[src/rtl/hbridge_drive_sequencer_if.sv]
// Bundle between the requesters (DirectionControl, CollisionDetection, ToneDetection, PWM) and the H-bridge owner.
// master drives requests and PWM; slave owns the bridge pins and reports owner/manoeuvre status.
interface hbridge_drive_sequencer_if;
   logic       lf_req;
   logic [1:0] lf_en;
   logic [3:0] lf_dir;
   logic       col_stop;
   logic       jnc_req;
   logic [2:0] jnc_cmd;
   logic       pwm_full;
   logic       pwm_slow;
   logic       pwm_fast;
   logic       hb_en_a;
   logic       hb_en_b;
   logic [3:0] hb_in;
   logic [1:0] owner;
   logic       jnc_busy;
   logic       jnc_done;
   logic       reverse;

   modport master (
      output lf_req, lf_en, lf_dir, col_stop, jnc_req, jnc_cmd, pwm_full, pwm_slow, pwm_fast,
      input  hb_en_a, hb_en_b, hb_in, owner, jnc_busy, jnc_done, reverse
   );

   modport slave (
      input  lf_req, lf_en, lf_dir, col_stop, jnc_req, jnc_cmd, pwm_full, pwm_slow, pwm_fast,
      output hb_en_a, hb_en_b, hb_in, owner, jnc_busy, jnc_done, reverse
   );
endinterface

[src/rtl/hbridge_drive_sequencer.sv]
// Sole H-bridge owner: collision > junction manoeuvre > line follower, dead-time on pattern swaps.
// All outputs registered (1 cycle); collision freezes every counter and drops the enables.
module hbridge_drive_sequencer #(
   parameter int DEAD_CYCLES  = 50_000,
   parameter int CREEP_CYCLES = 2_500_000,
   parameter int TURN_CYCLES  = 25_000_000,
   parameter int CNT_W        = 27
) (
   input logic clk,
   input logic rst,
   hbridge_drive_sequencer_if.slave bus
);
   localparam int DW = $clog2(DEAD_CYCLES + 1);

   localparam logic [2:0] CMD_STRAIGHT = 3'b000;
   localparam logic [2:0] CMD_LEFT     = 3'b001;
   localparam logic [2:0] CMD_RIGHT    = 3'b010;
   localparam logic [2:0] CMD_BACK     = 3'b011;

   localparam logic [3:0] PAT_CREEP = 4'b0110;
   localparam logic [3:0] PAT_LEFT  = 4'b0101;
   localparam logic [3:0] PAT_RIGHT = 4'b1010;
   localparam logic [3:0] PAT_BACK  = 4'b1001;

   typedef enum logic [2:0] {IDLE, FOLLOW, CREEP, TURN, HOLD} state_t;

   state_t           state, nxtState;
   logic [2:0]       cmd, nxtCmd;
   logic [CNT_W-1:0] phaseCnt, nxtPhase;
   logic [DW-1:0]    deadCnt;
   logic [3:0]       deadTgt;
   logic [3:0]       hbIn;
   logic             hbEnA, hbEnB;
   logic [1:0]       owner;
   logic             jncBusy, jncDone, reverse;

   logic             running, finish, busyNxt, deadHold, deadStart;
   logic [3:0]       selPat;
   logic             selEnA, selEnB;

   function automatic state_t entryOf(input logic [2:0] c);
      if (c[2])
         return HOLD;
      else if (c == CMD_BACK)
         return TURN;
      else
         return CREEP;
   endfunction

   always_comb begin
      running  = (deadCnt == '0);
      nxtState = state;
      nxtCmd   = cmd;
      finish   = 1'b0;
      case (state)
         IDLE, FOLLOW: begin
            if (bus.jnc_req) begin
               nxtCmd   = bus.jnc_cmd;
               nxtState = entryOf(bus.jnc_cmd);
            end else begin
               nxtState = bus.lf_req ? FOLLOW : IDLE;
            end
         end
         HOLD: begin
            if (bus.jnc_req && !bus.jnc_cmd[2]) begin
               nxtCmd   = bus.jnc_cmd;
               nxtState = entryOf(bus.jnc_cmd);
            end
         end
         CREEP: begin
            if (running && phaseCnt == CNT_W'(CREEP_CYCLES - 1)) begin
               if (cmd == CMD_STRAIGHT)
                  finish = 1'b1;
               else
                  nxtState = TURN;
            end
         end
         TURN: begin
            if (running && phaseCnt == CNT_W'(TURN_CYCLES - 1))
               finish = 1'b1;
         end
         default: nxtState = IDLE;
      endcase
      if (finish)
         nxtState = bus.lf_req ? FOLLOW : IDLE;

      // Phase time only accrues while the manoeuvre pattern is actually on the bridge.
      if (nxtState != state)
         nxtPhase = '0;
      else if ((state == CREEP || state == TURN) && running)
         nxtPhase = phaseCnt + 1'b1;
      else
         nxtPhase = phaseCnt;

      busyNxt = (nxtState == CREEP) || (nxtState == TURN) || (nxtState == HOLD);

      selPat = 4'b0000;
      selEnA = 1'b0;
      selEnB = 1'b0;
      case (nxtState)
         FOLLOW: begin
            selPat = bus.lf_dir;
            selEnA = bus.lf_en[0];
            selEnB = bus.lf_en[1];
         end
         CREEP: begin
            selPat = PAT_CREEP;
            selEnA = bus.pwm_full;
            selEnB = bus.pwm_full;
         end
         TURN: begin
            case (nxtCmd)
               CMD_LEFT: begin
                  selPat = PAT_LEFT;
                  selEnA = bus.pwm_slow;
                  selEnB = bus.pwm_fast;
               end
               CMD_RIGHT: begin
                  selPat = PAT_RIGHT;
                  selEnA = bus.pwm_fast;
                  selEnB = bus.pwm_slow;
               end
               default: begin
                  selPat = PAT_BACK;
                  selEnA = bus.pwm_full;
                  selEnB = bus.pwm_full;
               end
            endcase
         end
         default: ;
      endcase

      // hbIn reads 0000 throughout dead-time, so the live comparison is against deadTgt then.
      deadHold  = !running && (selPat == deadTgt) && (deadCnt != DW'(1));
      deadStart = (selPat != 4'b0000) &&
                  ((!running && selPat != deadTgt) ||
                   (running && hbIn != 4'b0000 && selPat != hbIn));
   end

   always_ff @(posedge clk) begin
      if (rst) begin
         state    <= IDLE;
         cmd      <= 3'b000;
         phaseCnt <= '0;
         deadCnt  <= '0;
         deadTgt  <= 4'b0000;
         hbIn     <= 4'b0000;
         hbEnA    <= 1'b0;
         hbEnB    <= 1'b0;
         owner    <= 2'b00;
         jncBusy  <= 1'b0;
         jncDone  <= 1'b0;
         reverse  <= 1'b0;
      end else if (bus.col_stop) begin
         hbEnA   <= 1'b0;
         hbEnB   <= 1'b0;
         owner   <= 2'b11;
         jncDone <= 1'b0;
      end else begin
         state    <= nxtState;
         cmd      <= nxtCmd;
         phaseCnt <= nxtPhase;
         jncBusy  <= busyNxt;
         jncDone  <= finish;
         if (finish && cmd == CMD_BACK)
            reverse <= ~reverse;
         owner <= busyNxt ? 2'b10 : ((nxtState == FOLLOW) ? 2'b01 : 2'b00);

         if (deadStart) begin
            deadCnt <= DW'(DEAD_CYCLES);
            deadTgt <= selPat;
            hbIn    <= 4'b0000;
            hbEnA   <= 1'b0;
            hbEnB   <= 1'b0;
         end else if (deadHold) begin
            deadCnt <= deadCnt - 1'b1;
            hbIn    <= 4'b0000;
            hbEnA   <= 1'b0;
            hbEnB   <= 1'b0;
         end else begin
            deadCnt <= '0;
            hbIn    <= selPat;
            hbEnA   <= selEnA;
            hbEnB   <= selEnB;
         end
      end
   end

   assign bus.hb_en_a  = hbEnA;
   assign bus.hb_en_b  = hbEnB;
   assign bus.hb_in    = hbIn;
   assign bus.owner    = owner;
   assign bus.jnc_busy = jncBusy;
   assign bus.jnc_done = jncDone;
   assign bus.reverse  = reverse;
endmodule

[src/flat_wrapper.sv]
// flat-port wrapper written by rule: the top's interface ports become plain ports
module hbridge_drive_sequencer_flat 
#(
   parameter int DEAD_CYCLES  = 50_000,
   parameter int CREEP_CYCLES = 2_500_000,
   parameter int TURN_CYCLES  = 25_000_000,
   parameter int CNT_W        = 27
)
  (clk, rst, bus_lf_req, bus_lf_en, bus_lf_dir, bus_col_stop, bus_jnc_req, bus_jnc_cmd, bus_pwm_full, bus_pwm_slow, bus_pwm_fast, bus_hb_en_a, bus_hb_en_b, bus_hb_in, bus_owner, bus_jnc_busy, bus_jnc_done, bus_reverse);
  hbridge_drive_sequencer_if bus_i ();
  input logic clk;
  input logic rst;
  input wire logic [$bits(bus_i.lf_req)-1:0] bus_lf_req;
  input wire logic [$bits(bus_i.lf_en)-1:0] bus_lf_en;
  input wire logic [$bits(bus_i.lf_dir)-1:0] bus_lf_dir;
  input wire logic [$bits(bus_i.col_stop)-1:0] bus_col_stop;
  input wire logic [$bits(bus_i.jnc_req)-1:0] bus_jnc_req;
  input wire logic [$bits(bus_i.jnc_cmd)-1:0] bus_jnc_cmd;
  input wire logic [$bits(bus_i.pwm_full)-1:0] bus_pwm_full;
  input wire logic [$bits(bus_i.pwm_slow)-1:0] bus_pwm_slow;
  input wire logic [$bits(bus_i.pwm_fast)-1:0] bus_pwm_fast;
  output wire logic [$bits(bus_i.hb_en_a)-1:0] bus_hb_en_a;
  output wire logic [$bits(bus_i.hb_en_b)-1:0] bus_hb_en_b;
  output wire logic [$bits(bus_i.hb_in)-1:0] bus_hb_in;
  output wire logic [$bits(bus_i.owner)-1:0] bus_owner;
  output wire logic [$bits(bus_i.jnc_busy)-1:0] bus_jnc_busy;
  output wire logic [$bits(bus_i.jnc_done)-1:0] bus_jnc_done;
  output wire logic [$bits(bus_i.reverse)-1:0] bus_reverse;
  assign bus_i.lf_req = bus_lf_req;
  assign bus_i.lf_en = bus_lf_en;
  assign bus_i.lf_dir = bus_lf_dir;
  assign bus_i.col_stop = bus_col_stop;
  assign bus_i.jnc_req = bus_jnc_req;
  assign bus_i.jnc_cmd = bus_jnc_cmd;
  assign bus_i.pwm_full = bus_pwm_full;
  assign bus_i.pwm_slow = bus_pwm_slow;
  assign bus_i.pwm_fast = bus_pwm_fast;
  assign bus_hb_en_a = bus_i.hb_en_a;
  assign bus_hb_en_b = bus_i.hb_en_b;
  assign bus_hb_in = bus_i.hb_in;
  assign bus_owner = bus_i.owner;
  assign bus_jnc_busy = bus_i.jnc_busy;
  assign bus_jnc_done = bus_i.jnc_done;
  assign bus_reverse = bus_i.reverse;
  hbridge_drive_sequencer #(.DEAD_CYCLES(DEAD_CYCLES), .CREEP_CYCLES(CREEP_CYCLES), .TURN_CYCLES(TURN_CYCLES), .CNT_W(CNT_W)) u_core (.clk(clk), .rst(rst), .bus(bus_i));
endmodule
[config.mk]
export PLATFORM = sky130hd
export DESIGN_NAME = hbridge_drive_sequencer_flat
export DESIGN_NICKNAME = d
export VERILOG_FILES = /design/src/rtl/hbridge_drive_sequencer_if.sv /design/src/rtl/hbridge_drive_sequencer.sv /design/src/flat_wrapper.sv
export SDC_FILE = /design/constraint.sdc
export NUM_CORES = 1
export LEC_CHECK = 0
export ABC_CLOCK_PERIOD_IN_PS = 2900
export CORE_AREA = 5 5 117 86
export CTS_BUF_LIST = sky130_fd_sc_hd__clkbuf_4 sky130_fd_sc_hd__clkbuf_8
export DETAILED_ROUTE_END_ITERATION = 6
export DIE_AREA = 0 0 122 91
export DONT_BUFFER_PORTS = 1
export PLACE_DENSITY = 0.65
export REMOVE_ABC_BUFFERS = 1
export SLEW_MARGIN = 25
export SYNTH_ARGS = -nofsm -noshare
export SYNTH_HDL_FRONTEND = slang
export SYNTH_SLANG_ARGS = --single-unit
[constraint.sdc]
create_clock -name clk -period 2.9 [get_ports clk]
set_input_delay 0.145 -clock clk [delete_from_list [all_inputs] [get_ports clk]]
set_output_delay 0.145 -clock clk [all_outputs]
set_load 0.03 [all_outputs]
==> flow_results.org <==
** Yosys
- After synthesis, the cell types taking the most area are sky130_fd_sc_hd__dfxtp_1 34%, sky130_fd_sc_hd__xnor2_1 6.5%, sky130_fd_sc_hd__nor2_1 4.9%, sky130_fd_sc_hd__nand2_1 4.8%, sky130_fd_sc_hd__o21ai_0 3.1%.
- Post-synthesis cell area :: approximately 3700 sq um
- The synthesized design devotes to its leading area cell type ~34% of total area.
- Summing the sequential cell areas from Yosys gives 34.2% of the chip area.
- During synthesis, Yosys emitted a total of 0 warnings.
- Netlist cell types :: 67
- For this run, asynchronously set or reset flops after synthesis account for 0%.
- Number of instances in the synthesized netlist :: about 460
- Post-synthesis cell type with the largest combined area :: sky130_fd_sc_hd__dfxtp_1
- Flop and latch count out of synthesis :: 64
- Commonest register cell after synthesis :: sky130_fd_sc_hd__dfxtp_1
- Number of enable flip-flop cells after synthesis :: 0
- A synthesized cell averages between 8 and 9 sq um.

** Die
- During I/O placement, the number of pins put on the boundary was 28.
- Die width :: 122 microns
- The floorplan step defined a die boundary enclosing ~11000 sq um.
- Starting utilization of the core area :: between 40% and 50%
- After floorplanning, the core was divided into 29 placement rows.
- From bottom edge to top edge, the die measures 91 microns.
- In this run the standard cell core region covers 8820 sq um.

** Power
- Summing internal, switching and leakage power gives a little under 4 mW.
- The worst-case IR drop observed on VDD is approximately 410 uV.
- Static leakage power :: between 2 and 2.5 nW
- Power per cell area :: ~700 nW/um^2

** GRT
- The first global-routing pass estimated ~19000 microns of wire.
- Total routing usage reported by global routing :: a little over a fifth
- Entering global routing, the biggest net connects 14 pins.
- After global routing the overflow that remains totals 0.
- Vias in the first global route :: ~3800
- The initial antenna violation count came to 0.

** Routing
- The first routing iteration left between 400 and 500 violations.
- After detailed routing, the total wire length is between 10000 and 15000 microns.
- The first detailed-routing pass took 5 iterations.
- Drt via density :: approximately 5.8
- Routed WL per cell :: about 17 microns
- DRC violation count after routing :: 0
- Number of nets with antenna violations after detailed routing :: 0
- Count of vias placed by the detailed router :: 4074

** Timing
- The smallest clock period supported by the final layout is computed as approximately 3.1 ns.
- Upper clock frequency limit :: approximately 320 MHz
- The count of endpoints failing hold in the final timing report came to 0.
- Max-slew headroom at the worst pin :: about two fifths
- Between clock sinks in the finished design, the worst skew comes to approximately 0.0059 ns.
- The max-slew violation count came to 0.
- RSZ-0062 raised after global routing :: yes
- After layout, the worst setup slack is -0.181 ns.
- Setup violations remaining at the end of the flow were counted as 50.
- The worst path uses 106% of the clock period.
- Final hold analysis gives a worst-case slack of about 0.012 ns.
- Worst slew pin tran :: a little under 0.9 ns

** Critical path
- The slowest stage of the critical path is the sky130_fd_sc_hd__or4_4 cell.
- Crit path launch type :: flop
- The worst setup path is captured at a flop.
- WP buf/inv :: 2
- The critical path goes through or4_4, nor4_4, and3_1, buf_6, a31oi_4, a211o_1, o211a_1, nor4_4, nand4b_1, buf_6, or3_1, o211ai_1.
- Along the worst path, the maximum fanout reaches 7.
- The largest single stage delay on the critical path is 0.55 ns.
- For the worst setup path, the data arrival time is 3.35 ns.
- Among cell families on the critical path, the largest total delay comes from simple AND/OR/NAND/NOR gates.
- For the worst setup path, the data required time is 3.17 ns.
- Kind of critical path :: flop to flop

** Placement
- At the end of routability-driven placement, the weighted congestion stood at between 0.9 and 1.
- Once placement completed, the tool counted placed cells totaling ~660.
- The HPWL after detailed placement is about 7800 microns.
- Total of buffers placed on input and output ports :: 0

** Cells and area
- Final core area utilization :: between 60% and 70%
- Share of post-route cells with drive strength above 1 :: a little over a third
- P&R area growth vs syn :: 46.0%
- Final std cells w/o fill :: 705
- In the final design database the tool counted ~600 nets.
- 0 antenna diodes ended up in the layout.

** Clocking
- Clock tree from TritonCTS :: built
- The tree built by TritonCTS fans out to 64 sinks.
- CTS Buf Count :: 9
- Buffer depth of the longest clock path :: 2
- Clock latency of the later-clocked register in the worst-skew pair :: approximately 0.34 ns
- Clock Pin Slew Worst Setup and Hold Paths :: about 0.070 ns
- Clock tree synthesis selected as its root buffer the cell sky130_fd_sc_hd__clkbuf_8.
- CTS built an H-tree with a depth of 3.

** Run status
- The final reports fail on setup timing.
- Outcome :: finished, violations left

** Hold path
- Worst min path class :: input pin to flop

** Flow run
- Count of max-cap constraint violations :: 0
report_power, final:
part	switching, mW	internal (mW)
clock network	0.359	0.578
logic	0.943	0.940
registers	0.121	0.991
cell usage in the layout, fill, tap and decap left out, drive strengths merged, types with 5 or more instances in the layout:
cell,n
buf,122
dfxtp,64
nor2,53
nand2,48
xnor2,28
o21ai,23
nor3,20
a21oi,18
nand3,15
inv,14
or3,14
nor4,14
clkbuf,10
and3,9
nand2b,8
o22ai,8
a31oi,8
xor2,7
mux2i,6
nor2b,5
a21o,5
a22oi,5
o211ai,5
layer usage:
metal	global-route usage (%)	part of all wire (%)	vias up
met5	0	0	-
met4	5.60	1.1	0
met3	4.84	8.2	17
met2	32.0	45	202
met1	29.5	46	1952
li1	-	-	1903
logic make-up after synthesis:
logic type	Yosys count	synth area share, %
xor gates and xnor gates	35	8.38
muxes	6	1.60
AOI/OAI and AO/OA	105	20.4
DFF	64	34.2
buffers and inverters	33	3.84
adders and majority gates	3	1.00
and+or+nand+nor	212	30.6
worst paths after layout:
kind	from	end	slack [ns]	depth (start not counted)
setup / recovery	u_core.deadCnt[13]	u_core.deadCnt[11]	-0.18	12
hold / removal	rst	u_core.deadCnt[10]	0.01	2
setup reg to reg	u_core.deadCnt[13]	u_core.deadCnt[11]	-0.18	12
hold reg to reg	u_core.deadCnt[9]	u_core.deadCnt[9]	0.52	2
synthesized netlist by cell type, types with 3 or more instances:
cell type / instances
sky130_fd_sc_hd__nand2b_1: 8
sky130_fd_sc_hd__nor3b_1: 4
sky130_fd_sc_hd__nor2_1: 49
sky130_fd_sc_hd__a31oi_1: 6
sky130_fd_sc_hd__dfxtp_1: 64
sky130_fd_sc_hd__or3_1: 14
sky130_fd_sc_hd__nor2_2: 4
sky130_fd_sc_hd__nor4_1: 9
sky130_fd_sc_hd__nand3_1: 15
sky130_fd_sc_hd__o22ai_1: 8
sky130_fd_sc_hd__xnor2_1: 28
sky130_fd_sc_hd__o211a_1: 3
sky130_fd_sc_hd__a211oi_1: 3
sky130_fd_sc_hd__nand4b_1: 4
sky130_fd_sc_hd__nor4_2: 3
sky130_fd_sc_hd__a22oi_1: 5
sky130_fd_sc_hd__o21ai_0: 23
sky130_fd_sc_hd__mux2i_1: 6
sky130_fd_sc_hd__and3_1: 9
sky130_fd_sc_hd__buf_2: 4
sky130_fd_sc_hd__a21oi_1: 18
sky130_fd_sc_hd__nand4_1: 3
sky130_fd_sc_hd__a32o_1: 3
sky130_fd_sc_hd__ha_1: 3
sky130_fd_sc_hd__xor2_1: 6
sky130_fd_sc_hd__a22o_1: 3
sky130_fd_sc_hd__nand2_1: 48
sky130_fd_sc_hd__a21o_1: 5
sky130_fd_sc_hd__nor2b_1: 5
sky130_fd_sc_hd__nor3_1: 17
sky130_fd_sc_hd__clkbuf_1: 12
sky130_fd_sc_hd__inv_1: 14
sky130_fd_sc_hd__o21a_1: 3
sky130_fd_sc_hd__o211ai_1: 3
sky130_fd_sc_hd__nor3_2: 3
per-stage QoR:
stage | setup WS, ns | instance area, sq um | TNS [ns]
after global placement | -0.284 | 4600 | -8.98
after floorplan | -0.442 | 3660 | -9.89
final | -0.181 | 5470 | -4.30
after global routing | -0.325 | 5470 | -11.39
after CTS | -0.0882 | 5270 | -1.28
after detailed placement | -0.321 | 4600 | -10.54
sequential cells by signal, indices dropped and copies added, names as in the netlist:
name                 count
u_core.bus.reverse       1
u_core.bus.jnc_busy      1
u_core.deadTgt           4
u_core.bus.jnc_done      1
u_core.bus.hb_en_b       1
u_core.state             3
u_core.deadCnt          16
u_core.cmd               3
u_core.bus.owner         2
u_core.bus.hb_in         4
u_core.bus.hb_en_a       1
u_core.phaseCnt         27
final cells by class:
cell class / instances / area (sq um)
repair buffers: 126 / 1090
clock buffers: 10 / 131
fillers: 694 / 3340
multi-input cells: 361 / 2650
clock inverters: 6 / 108
well taps: 124 / 155
flip-flops and latches: 64 / 1280
inverters: 14 / 52.6
timing repair:
| item | CTS | global route |
|---|---|---|
| endpoints found under the hold margin | 14 | 0 |
| gates resized for setup | 51 | 38 |
| gates cloned | 2 | 0 |
| setup buffers | 15 | 7 |
| pin swaps | 33 | 20 |
| endpoints found under the setup margin | 51 | 53 |
| hold buffers | 4 | 0 |
No activity file was read; power rests on OpenSTA's default activity.
